[config.mk]
export PLATFORM = sky130hd
export DESIGN_NAME = demux_stream
export DESIGN_NICKNAME = d
export VERILOG_FILES = /design/src/rtl/demux_stream.sv
export SDC_FILE = /design/constraint.sdc
export NUM_CORES = 1
export LEC_CHECK = 0
export BUFFER_PORTS_ARGS = -buffer_cell sky130_fd_sc_hd__buf_2
export CORE_UTILIZATION = 52
export DETAILED_ROUTE_END_ITERATION = 12
export GPL_ROUTABILITY_DRIVEN = 0
export PLACE_DENSITY_LB_ADDON = 0.15
export RECOVER_POWER = 100
export SLEW_MARGIN = 40
export SYNTH_ARGS = -nofsm -noshare
export SYNTH_HDL_FRONTEND = slang
export SYNTH_SLANG_ARGS = --single-unit
[constraint.sdc]
create_clock -name clk -period 1.7 [get_ports clk]
set_input_delay 0.17 -clock clk [delete_from_list [all_inputs] [get_ports clk]]
set_output_delay 0.17 -clock clk [all_outputs]
set_load 0.1 [all_outputs]
[src/rtl/demux_stream.sv]
// Registered 1-to-4 stream demultiplexer with valid/ready handshaking.
// Each channel owns a 1-deep output register and a saturating delivered-word counter.
module demux_stream #(
    parameter int W  = 2,
    parameter int CW = 8
) (
    input  logic            clk,
    input  logic            rst_n,
    input  logic [W-1:0]    in_data,
    input  logic [1:0]      in_sel,
    input  logic            in_valid,
    output logic            in_ready,
    output logic [4*W-1:0]  out_data,
    output logic [3:0]      out_valid,
    input  logic [3:0]      out_ready,
    input  logic            cnt_clr,
    output logic [4*CW-1:0] cnt
);

    localparam logic [CW-1:0] CNT_MAX = '1;

    logic [3:0]    r_valid;
    logic [W-1:0]  r_data [4];
    logic [CW-1:0] r_cnt  [4];

    logic [3:0]    w_drain;
    logic [3:0]    w_load;
    logic          w_ready;
    logic          w_acc;

    // Only the addressed channel can stall upstream; a draining channel reloads in the same cycle.
    always_comb begin
        // NOTE: every signal gets a default before any conditional write, so no latch is inferred.
        w_load  = '0;
        w_drain = r_valid & out_ready;
        w_ready = ~r_valid[in_sel] | out_ready[in_sel];
        w_acc   = in_valid & w_ready;
        if (w_acc) begin
            w_load[in_sel] = 1'b1;
        end
    end

    always_ff @(posedge clk or negedge rst_n) begin
        // NOTE: the payload slots are reset as well, because out_data must read zero out of reset.
        if (!rst_n) begin
            r_valid <= '0;
            for (int k = 0; k < 4; k++) begin
                r_data[k] <= '0;
                r_cnt[k]  <= '0;
            end
        end else begin
            for (int k = 0; k < 4; k++) begin
                // NOTE: non-blocking assignments so every channel updates from pre-edge values.
                if (w_load[k]) begin
                    r_valid[k] <= 1'b1;
                    r_data[k]  <= in_data;
                end else if (w_drain[k]) begin
                    r_valid[k] <= 1'b0;
                end

                // A clear wins over a same-cycle handshake; that delivery goes uncounted.
                if (cnt_clr) begin
                    r_cnt[k] <= '0;
                end else if (w_drain[k] && (r_cnt[k] != CNT_MAX)) begin
                    r_cnt[k] <= r_cnt[k] + 1'b1;
                end
            end
        end
    end

    always_comb begin
        out_data = '0;
        cnt      = '0;
        for (int k = 0; k < 4; k++) begin
            out_data[k*W +: W] = r_data[k];
            cnt[k*CW +: CW]    = r_cnt[k];
        end
    end

    assign in_ready  = w_ready;
    assign out_valid = r_valid;

endmodule

==> flow_summary.json, run 1 <==
{
  "run_status": "finished, final reports clean",
  "worst_hold_path_stage_count": 2,
  "power_leakage_nw": 1.201,
  "io_pins": 57,
  "numClockSinks": 44,
  "yosys-top-cells-count": "44 x sky130_fd_sc_hd__dfrtp_1, 27 x sky130_fd_sc_hd__nor2_1, 19 x sky130_fd_sc_hd__nand2_1",
  "crit-reg2reg-launch": "cnt[0]$_DFFE_PN0P_",
  "min-delay-start": "in_data[0]",
  "netlist.area_leader.share": 0.4986,
  "critPathMaxFanout": 7,
  "dp_cells": 324,
  "multi_input_area_mm2": 0.001095,
  "sequential_cell_area_mm2": 0.001159,
  "busiest_layer": "met2",
  "synth_warnings": 0,
  "hold_end": "out_data[0]$_DFFE_PN0P_",
  "syn_nets": 236,
  "detail-route-antenna-nets": 0,
  "grt_antenna_before_repair": 0,
  "clock_tree.root_cell": "sky130_fd_sc_hd__clkbuf_8",
  "global_route.overflow_total": 0,
  "endpoint_kind": "register",
  "numCtsBuffers": 5,
  "final.setup_skew_ps": 9.051,
  "die_y_um": 67.17,
  "grt_first_pass_wirelength_um": 7500,
  "max_freq_mhz": 610.6,
  "top_area_cells_in_the_synthesized_netlist": "sky130_fd_sc_hd__dfrtp_1 50%, sky130_fd_sc_hd__nor2_1 4.6%, sky130_fd_sc_hd__mux2_2 4.1%",
  "number_of_global_route_vias_before_repair": 1699,
  "design_power_total_mw": 2.516,
  "drcViolationCount": 0,
  "worst-r2r-cell-count": 5,
  "worst_r2r_endpoint": "cnt[3]$_DFFE_PN0P_",
  "core.rowCount": 23,
  "final.setup.worst_slack_ps": 62.30,
  "cts.clk_slew.worst_paths_ps": 80,
  "pre_cts_ws_ps": 162.8,
  "core-area_mm2": 0.004029,
  "synth.most_common_cell": "sky130_fd_sc_hd__dfrtp_1",
  "grt_setup_unrepaired": "no",
  "die_wd_um": 67.17,
  "rrSetupSlack_ps": 60,
  "intPower_mw": 1.594,
  "drtIter0Drc": 138,
  "post_cts_buffers": 0,
  "cp-start-kind": "register",
  "max_slew.worst_pin.slew_ps": 699.1,
  "via_per_inst": 5.556,
  "cts_max_path_buffers": 2,
  "power.combinational.fraction": 0.262,
  "fillers": 324,
  "grt.total_usage": 0.2226,
  "worstPathRequired_ps": 1920,
  "postSynthCellCount": 220,
  "final_min_period_over_clock_period": 0.9634,
  "timing_max_transition_violations_final": 0,
  "dr_total_vias": 1850,
  "yosys.cell_types.count": 38,
  "final-instance-count-excl-fill": 333,
  "power.share.clock": 0.282,
  "syn_area_per_cell_um2": 10.04,
  "share_seq_of_total_power": 0.456,
  "max-slew-margin-rel": 0.5339,
  "initial_core_util": 0.5481,
  "totalWireLength_um": 4499,
  "finish.net_count": 298,
  "global_route.usage.met1": 0.3027,
  "timing.setup.critical_path_class": "register to register",
  "finalWorstPathRequiredPeriod_ps": 1638,
  "number_of_setup_violations_in_the_final_report": 0,
  "timing.final.hold_violations": 0,
  "postSynthRegisterBits": 44,
  "ir_drop_mv": 0.7605,
  "worstHoldPathType": "input pin to register",
  "globalRouteMet3Util": 0.05912,
  "critPathArrivalTime_ps": 1850,
  "cap_viol_max_count": 0,
  "antenna_cells_inserted": 0,
  "post_drt_wl_per_cell_um": 13.51,
  "postSynth.topFlopCell": "sky130_fd_sc_hd__dfrtp_1",
  "grt_max_degree": 31,
  "numPortBuffers": 56,
  "fp.dieArea_mm2": 0.004511,
  "netlist_area_mm2": 0.002208,
  "detailedRoute.firstPassIterationCount": 4,
  "flow.area_growth_from_synthesis_pct": 24.76,
  "grt_util_met2": 0.3488,
  "htree_num_levels": 2,
  "yosysTopAreaCell": "sky130_fd_sc_hd__dfrtp_1",
  "synth-async-reset-ratio": 1.000,
  "synth.yosys.seq_area_share": 0.4986,
  "share_of_post_route_cells_with_drive_strength_above_1": 0.3887,
  "hpwl_um": 3238,
  "power.share.switching": 0.3664,
  "powerDensity_mw_per_mm2": 913.1,
  "final_util": 0.6839,
  "cts_tree": "yes",
  "synth_enable_flop_cells": 0,
  "power_switching_uw": 921.9,
  "clk_latency_ps": 300
}
## flip-flops by register name (all words and copies together) (netlist names)
signal,cells
out_valid,4
out_data,8
cnt,32
## placed cells by master (no fill, tap or decap), types with 3 or more instances in the layout
master / instances
sky130_fd_sc_hd__dfrtp_1: 14
sky130_fd_sc_hd__nand4_1: 3
sky130_fd_sc_hd__xor2_1: 5
sky130_fd_sc_hd__a31oi_1: 6
sky130_fd_sc_hd__a21oi_1: 8
sky130_fd_sc_hd__a211oi_1: 6
sky130_fd_sc_hd__o21ai_0: 7
sky130_fd_sc_hd__nand2_1: 19
sky130_fd_sc_hd__dfrtp_4: 8
sky130_fd_sc_hd__nor3b_1: 3
sky130_fd_sc_hd__a311oi_1: 3
sky130_fd_sc_hd__inv_1: 5
sky130_fd_sc_hd__and3_1: 3
sky130_fd_sc_hd__nor2b_1: 3
sky130_fd_sc_hd__clkbuf_8: 7
sky130_fd_sc_hd__mux2_2: 8
sky130_fd_sc_hd__nand2b_1: 5
sky130_fd_sc_hd__clkbuf_2: 44
sky130_fd_sc_hd__ha_1: 3
sky130_fd_sc_hd__nand3_1: 8
sky130_fd_sc_hd__buf_2: 11
sky130_fd_sc_hd__a21boi_0: 4
sky130_fd_sc_hd__dfrtp_2: 22
sky130_fd_sc_hd__nor2_1: 27
sky130_fd_sc_hd__mux2i_1: 6
sky130_fd_sc_hd__nand3b_1: 3
sky130_fd_sc_hd__clkbuf_1: 3
sky130_fd_sc_hd__nor3_1: 9
## worst max path at each step
stage	start	slack, ps	endpoint
2_1_floorplan	out_valid[1]$_DFFE_PN0P_	-50	in_ready
3_3_place_gp	cnt[0]$_DFFE_PN0P_	210	cnt[3]$_DFFE_PN0P_
3_5_place_dp	cnt[0]$_DFFE_PN0P_	160	cnt[3]$_DFFE_PN0P_
4_1_cts	out_valid[1]$_DFFE_PN0P_	60	in_ready
5_1_grt	out_valid[1]$_DFFE_PN0P_	3	in_ready
6_report	cnt[0]$_DFFE_PN0P_	60	cnt[3]$_DFFE_PN0P_
## critical path: stages, from the launching register on
cell                       delay (ps)
sky130_fd_sc_hd__dfrtp_4          510
sky130_fd_sc_hd__ha_4             170
sky130_fd_sc_hd__nand3_1          190
sky130_fd_sc_hd__o311ai_4         160
sky130_fd_sc_hd__or3_4            390
sky130_fd_sc_hd__a21oi_1          140
## power by group through the flow
stage	clock network, mW	registers, mW	logic (mW)
after floorplan	0	1.57	0.118
after global placement	0	1.17	0.660
after detailed placement	0	1.17	0.664
after CTS	0.724	1.15	0.667
after global routing	0.773	1.16	0.686
final	0.709	1.15	0.659
## final cells by class
type	count	area share
repair buffers	60	0.1163
flip-flops and latches	44	0.4205
well taps	50	0.02271
inverters	5	0.006812
clock buffers	8	0.03633
multi-input cells	166	0.3974
## timing repair
item | in CTS | in global routing
endpoints found under the setup margin | 0 | 1
hold buffers | 1 | 0
hold endpoints to repair | 26 | 0
resized for setup | 0 | 2
## metrics by stage
| stage | instance area, µm² | setup TNS (ps) | hold slack [ps] |
|---|---|---|---|
| 2_1_floorplan | 2298 | -51.18 | -125.6 |
| 3_3_place_gp | 2660 | 0 | 231.9 |
| 3_5_place_dp | 2660 | 0 | 232.8 |
| 4_1_cts | 2770 | 0 | 160.2 |
| 5_1_grt | 2755 | 0 | 161.9 |
| 6_report | 2755 | 0 | 161.6 |
## layer usage
layer  routed length [µm]  vias to the layer above
li1                     -                      915
met1                 2118                      873
met2                 2049                       56
met3                  278                        6
met4                   53                        0
met5                    0                        -
## logic make-up (layout without fill, tap and decap cells)
logic type                 Yosys count  in the layout  share of synthesized area
and+or+nand+nor                     97             97                     0.2261
AOI/OAI and AO/OA                   44             44                     0.1399
DFF                                 44             44                     0.4986
muxes                               14             14                    0.06799
buffers and inverters               10             73                    0.01700
xor gates and xnor gates             7              7                    0.02776
adders and majority gates            4              4                    0.02266
Power figures use the tool's default switching activity.
==> run 2, diff against run 1 <==
--- a/config.mk
+++ b/config.mk
@@ -6,6 +6,7 @@
 export NUM_CORES = 1
 export LEC_CHECK = 0
 export BUFFER_PORTS_ARGS = -buffer_cell sky130_fd_sc_hd__buf_2
+export CAP_MARGIN = 0
 export CORE_UTILIZATION = 52
 export DETAILED_ROUTE_END_ITERATION = 12
 export GPL_ROUTABILITY_DRIVEN = 0
==> constraint.sdc (replaced) <==
create_clock -name clk -period 1.7 [get_ports clk]
set_input_delay 0.17 -clock clk [delete_from_list [all_inputs] [get_ports clk]]
set_output_delay 0.17 -clock clk [all_outputs]
set_load 0.05 [all_outputs]
==> run 2 against run 1 <==
  * Fmax rose by 2.5%
  * Setup slack improved by 40 ps
  * Global-route usage rose by 0.056 points
  * Die area did not move
  * Routed wire length rose by 0.67%
  * Register-to-register slack improved by 40 ps
  * Largest power group unchanged
==> flow_summary.json, run 2 (synthesis results as in run 1) <==
{
  "detailedRoute.firstPassIterationCount": 4,
  "endpoint_kind": "register",
  "post_drt_wl_per_cell_um": 13.60,
  "global_route.overflow_total": 0,
  "die_wd_um": 67.17,
  "max-slew-margin-rel": 0.5713,
  "cts_tree": "yes",
  "numPortBuffers": 56,
  "critPathMaxFanout": 7,
  "final.setup_skew_ps": 4.639,
  "drcViolationCount": 0,
  "grt_antenna_before_repair": 0,
  "layout_commonest_cell": "sky130_fd_sc_hd__clkbuf_1",
  "timing_max_transition_violations_final": 0,
  "core-area_mm2": 0.004029,
  "ir_drop_mv": 0.6838,
  "cts.clk_slew.worst_paths_ps": 90,
  "powerDensity_mw_per_mm2": 847.7,
  "numCtsBuffers": 5,
  "clk_latency_ps": 300,
  "cp-start-kind": "register",
  "core.rowCount": 23,
  "number_of_setup_violations_in_the_final_report": 0,
  "max_freq_mhz": 626.1,
  "fillers": 388,
  "sequential_cell_area_mm2": 0.001110,
  "critPathArrivalTime_ps": 1830,
  "final.setup.worst_slack_ps": 102.7,
  "numClockSinks": 44,
  "pre_cts_ws_ps": 91.29,
  "dp_cells": 324,
  "flow.area_growth_from_synthesis_pct": 18.41,
  "library_cell_contributing_the_largest_single_delay_on_the_critical_path": "sky130_fd_sc_hd__or3_2",
  "cap_viol_max_count": 0,
  "number_of_global_route_vias_before_repair": 1709,
  "worstPathCellList": "ha_2, nand3_2, o311ai_4, or3_2, a21oi_2",
  "post_cts_buffers": 0,
  "worst_path_largest_cell_delay_ps": 490,
  "share_of_post_route_cells_with_drive_strength_above_1": 0.1625,
  "detail-route-antenna-nets": 0,
  "finish.net_count": 298,
  "fp.dieArea_mm2": 0.004511,
  "final_cell_mix": "44 x sky130_fd_sc_hd__clkbuf_1, 37 x sky130_fd_sc_hd__dfrtp_1, 27 x sky130_fd_sc_hd__nor2_1",
  "timing.setup.critical_path_class": "register to register",
  "multi_input_area_mm2": 0.001076,
  "final_min_period_over_clock_period": 0.9396,
  "power_leakage_nw": 1.080,
  "final-instance-count-excl-fill": 333,
  "worstPathRequired_ps": 1930,
  "antenna_cells_inserted": 0,
  "largest_register_ff_count": 32,
  "io_pins": 57,
  "grt_max_degree": 28,
  "via_per_inst": 5.538,
  "totalWireLength_um": 4529,
  "grt_first_pass_wirelength_um": 7541,
  "initial_core_util": 0.5481,
  "grt.total_usage": 0.2231,
  "cts_max_path_buffers": 2,
  "worstHoldPathType": "input pin to register",
  "clock_tree.root_cell": "sky130_fd_sc_hd__clkbuf_8",
  "die_y_um": 67.17,
  "grt_setup_unrepaired": "no",
  "timing.final.hold_violations": 0,
  "drtIter0Drc": 139,
  "run_status": "finished, final reports clean",
  "htree_num_levels": 2,
  "max_slew.worst_pin.slew_ps": 645.8,
  "dr_total_vias": 1844,
  "finalWorstPathRequiredPeriod_ps": 1597,
  "hpwl_um": 3285,
  "hold_ws_ps": 152.2
}
## run 2: critical path: cells and delay by family, from the launching register on
kind | cells | cell delay, ps
compound gates | 2 | 280
fa+ha+maj | 1 | 200
flops | 1 | 440
simple gates | 2 | 610
## run 2: final cells by class
class	instances	area share
Clock inverter	3	0.009091
Clock buffer	5	0.02632
Tap cell	50	0.02392
Multi-Input combinational cell	166	0.4115
Sequential cell	44	0.4244
Timing Repair Buffer	60	0.09761
Inverter	5	0.007177
## run 2: through the flow
| step | power, mW | area [µm²] | setup TNS, ps | utilization |
|---|---|---|---|---|
| global route | 2.318 | 2615 | 0 | 0.6491 |
| detailed placement | 1.589 | 2567 | 0 | 0.6373 |
| finish | 2.217 | 2615 | 0 | 0.6491 |
| floorplan | 1.463 | 2221 | -114.9 | - |
| CTS | 2.260 | 2670 | 0 | 0.6627 |
| global placement | 1.583 | 2567 | 0 | 0.6373 |
## run 2: repair_timing
item | 4_1_cts | 5_1_grt
gates resized for setup | 0 | 2
endpoints found under the hold margin | 23 | 0
endpoints found under the setup margin | 0 | 2
hold buffers | 1 | 0
## run 2: where the power goes
| group | leakage [nW] | switching (mW) | internal (mW) |
|---|---|---|---|
| logic | 0.458 | 0.314 | 0.0963 |
| registers | 0.581 | 0.0386 | 1.10 |
| clock network | 0.0404 | 0.375 | 0.291 |
## run 2: path summary, 6_finish.rpt
path	startpoint	end	slack [ps]	cells after the start
max in group asynchronous	rst_n	cnt[16]$_DFFE_PN0P_	420	3
min in group asynchronous	rst_n	cnt[10]$_DFFE_PN0P_	410	2
setup reg to reg	cnt[0]$_DFFE_PN0P_	cnt[3]$_DFFE_PN0P_	100	5
hold / removal	in_data[0]	out_data[0]$_DFFE_PN0P_	150	2
setup / recovery	cnt[0]$_DFFE_PN0P_	cnt[3]$_DFFE_PN0P_	100	5
hold reg to reg	out_data[2]$_DFFE_PN0P_	out_data[2]$_DFFE_PN0P_	510	1
## run 2: per-layer routing
metal  track usage  vias up  wire, µm
met4       0.07979        0        66
met2        0.3525       42      2086
met5             0        -         0
met3       0.05574        7       221
li1              -      926         -
met1        0.2966      869      2155
==> run 3, diff against run 2 <==
--- a/config.mk
+++ b/config.mk
@@ -7,11 +7,14 @@
 export LEC_CHECK = 0
 export BUFFER_PORTS_ARGS = -buffer_cell sky130_fd_sc_hd__buf_2
 export CAP_MARGIN = 0
-export CORE_UTILIZATION = 52
+export CELL_PAD_IN_SITES_DETAIL_PLACEMENT = 1
+export CELL_PAD_IN_SITES_GLOBAL_PLACEMENT = 1
+export CORE_UTILIZATION = 40
 export DETAILED_ROUTE_END_ITERATION = 12
 export GPL_ROUTABILITY_DRIVEN = 0
 export PLACE_DENSITY_LB_ADDON = 0.15
 export RECOVER_POWER = 100
+export REMOVE_ABC_BUFFERS = 1
 export SLEW_MARGIN = 40
 export SYNTH_ARGS = -nofsm -noshare
 export SYNTH_HDL_FRONTEND = slang
==> run 3 against run 2 <==
  * Worst hold slack gained 2.0 ps
  * Largest cell class unchanged
  * Final cell count grew 7.2%
  * Non-clock buffer count grew 4
  * Setup slack lost 26 ps
==> flow_summary.json, run 3 (synthesis results as in run 1) <==
{
  "post_drt_wl_per_cell_um": 15.40,
  "cts_tree": "yes",
  "pre_cts_ws_ps": 54.65,
  "initial_core_util": 0.4243,
  "worstHoldPathType": "input pin to register",
  "fin_setup_tns_ps": 0,
  "grt_first_pass_wirelength_um": 9487,
  "critPathArrivalTime_ps": 1850,
  "share_of_post_route_cells_with_drive_strength_above_1": 0.1429,
  "grt_util_met2": 0.3423,
  "via_per_inst": 5.406,
  "worstPathCellList": "ha_1, nand3_4, o311ai_4, or3_2, a21oi_1",
  "htree_num_levels": 2,
  "cts.clk_slew.worst_paths_ps": 80,
  "final_cell_mix": "45 x sky130_fd_sc_hd__clkbuf_1, 44 x sky130_fd_sc_hd__dfrtp_1, 27 x sky130_fd_sc_hd__nor2_1",
  "finish.net_count": 302,
  "worstPathRequired_ps": 1920,
  "flow.area_growth_from_synthesis_pct": 22.15,
  "drtIter0Drc": 56,
  "busiest_layer": "met2",
  "critical_path.top_delay_family": "simple AND/OR/NAND/NOR gates",
  "globalRouteMet3Util": 0.05509,
  "cp-start-kind": "register",
  "hpwl_um": 3936,
  "grt_max_degree": 45,
  "finalWorstPathRequiredPeriod_ps": 1623,
  "clock_tree.root_cell": "sky130_fd_sc_hd__clkbuf_8",
  "max_slew.worst_pin.slew_ps": 1122,
  "totalWireLength_um": 5499,
  "number_of_global_route_vias_before_repair": 1991,
  "number_of_setup_violations_in_the_final_report": 0,
  "timing_max_transition_violations_final": 0,
  "die_wd_um": 76.30,
  "numClockSinks": 44,
  "clk_latency_ps": 300,
  "io_pins": 57,
  "timing.final.hold_violations": 0,
  "design_power_total_mw": 2.453,
  "fillers": 650,
  "worst_path_largest_cell_delay_ps": 490,
  "numCtsBuffers": 5,
  "multi_input_area_mm2": 0.001080,
  "powerDensity_mw_per_mm2": 909.3,
  "drcViolationCount": 0,
  "ir_drop_mv": 0.6723,
  "antenna_cells_inserted": 0,
  "grt_setup_unrepaired": "no",
  "numPortBuffers": 56,
  "grt_antenna_before_repair": 0,
  "fp.dieArea_mm2": 0.005822,
  "cts_max_path_buffers": 2,
  "max_freq_mhz": 616.0,
  "cp_num_buf_inv": 0,
  "detailedRoute.firstPassIterationCount": 4,
  "endpoint_kind": "register",
  "cap_viol_max_count": 0,
  "run_status": "finished, final reports clean",
  "final_util": 0.5183,
  "post_cts_buffers": 0,
  "final_min_period_over_clock_period": 0.9550,
  "dr_total_vias": 1930,
  "final.setup_skew_ps": 6.312,
  "largest_register_ff_count": 32,
  "core-area_mm2": 0.005205,
  "global_route.overflow_total": 0,
  "layout_commonest_cell": "sky130_fd_sc_hd__clkbuf_1",
  "library_cell_contributing_the_largest_single_delay_on_the_critical_path": "sky130_fd_sc_hd__or3_2",
  "critPathMaxFanout": 7,
  "grt.total_usage": 0.2046,
  "timing.setup.critical_path_class": "register to register",
  "power_leakage_nw": 1.136,
  "max-slew-margin-rel": 0.2521,
  "detail-route-antenna-nets": 0,
  "core.rowCount": 26,
  "die_y_um": 76.30,
  "sequential_cell_area_mm2": 0.001101,
  "final.setup.worst_slack_ps": 76.51,
  "global_route.usage.met1": 0.2593
}
==> run 3: worst reg2reg max path: stages, from the launching register on <==
cell	delay, ps
sky130_fd_sc_hd__dfrtp_1	420
sky130_fd_sc_hd__ha_1	240
sky130_fd_sc_hd__nand3_4	110
sky130_fd_sc_hd__o311ai_4	140
sky130_fd_sc_hd__or3_2	490
sky130_fd_sc_hd__a21oi_1	150
==> run 3: metal layers <==
layer	up-vias	wire, µm
li1	927	-
met1	949	2501
met2	48	2635
met3	6	298
met4	0	63
met5	-	0
==> run 3: final timing paths <==
path	slack, ps	endpoint	cells after the start	startpoint
hold / removal	150	out_data[6]$_DFFE_PN0P_	2	in_data[0]
hold reg to reg	510	out_data[0]$_DFFE_PN0P_	1	out_data[0]$_DFFE_PN0P_
max in group asynchronous	330	out_data[2]$_DFFE_PN0P_	3	rst_n
min in group asynchronous	690	cnt[14]$_DFFE_PN0P_	3	rst_n
setup reg to reg	80	cnt[3]$_DFFE_PN0P_	5	cnt[1]$_DFFE_PN0P_
setup / recovery	80	cnt[3]$_DFFE_PN0P_	5	cnt[1]$_DFFE_PN0P_
==> run 3: through the flow <==
step                hold slack (ps)  cells  area, µm²
finish                        154.2    357       2698
global route                  146.5    357       2698
CTS                           147.8    357       2746
detailed placement            293.3    348       2610
global placement              294.3    348       2610
floorplan                    -125.6    215       2190
==> run 3: final cells by class <==
type / instances / area share
Multi-Input combinational cell: 166 / 0.4003
Sequential cell: 44 / 0.4082
Clock buffer: 7 / 0.03571
Timing Repair Buffer: 64 / 0.1053
Inverter: 5 / 0.006957
Clock inverter: 1 / 0.01113
Tap cell: 70 / 0.03247
==> run 3: what timing repair did <==
action / 4_1_cts / 5_1_grt
hold buffers: 1 / 0
gates resized for setup: 0 / 5
setup endpoints to repair: 0 / 5
hold endpoints to repair: 44 / 0
==> run 3: power by group <==
part	total, mW	leakage, nW	switching, mW	internal (mW)
combinational	0.422	0.479	0.322	0.0996
clock	0.890	0.0645	0.371	0.519
sequential	1.14	0.592	0.0403	1.10
total	2.45	1.14	0.734	1.72
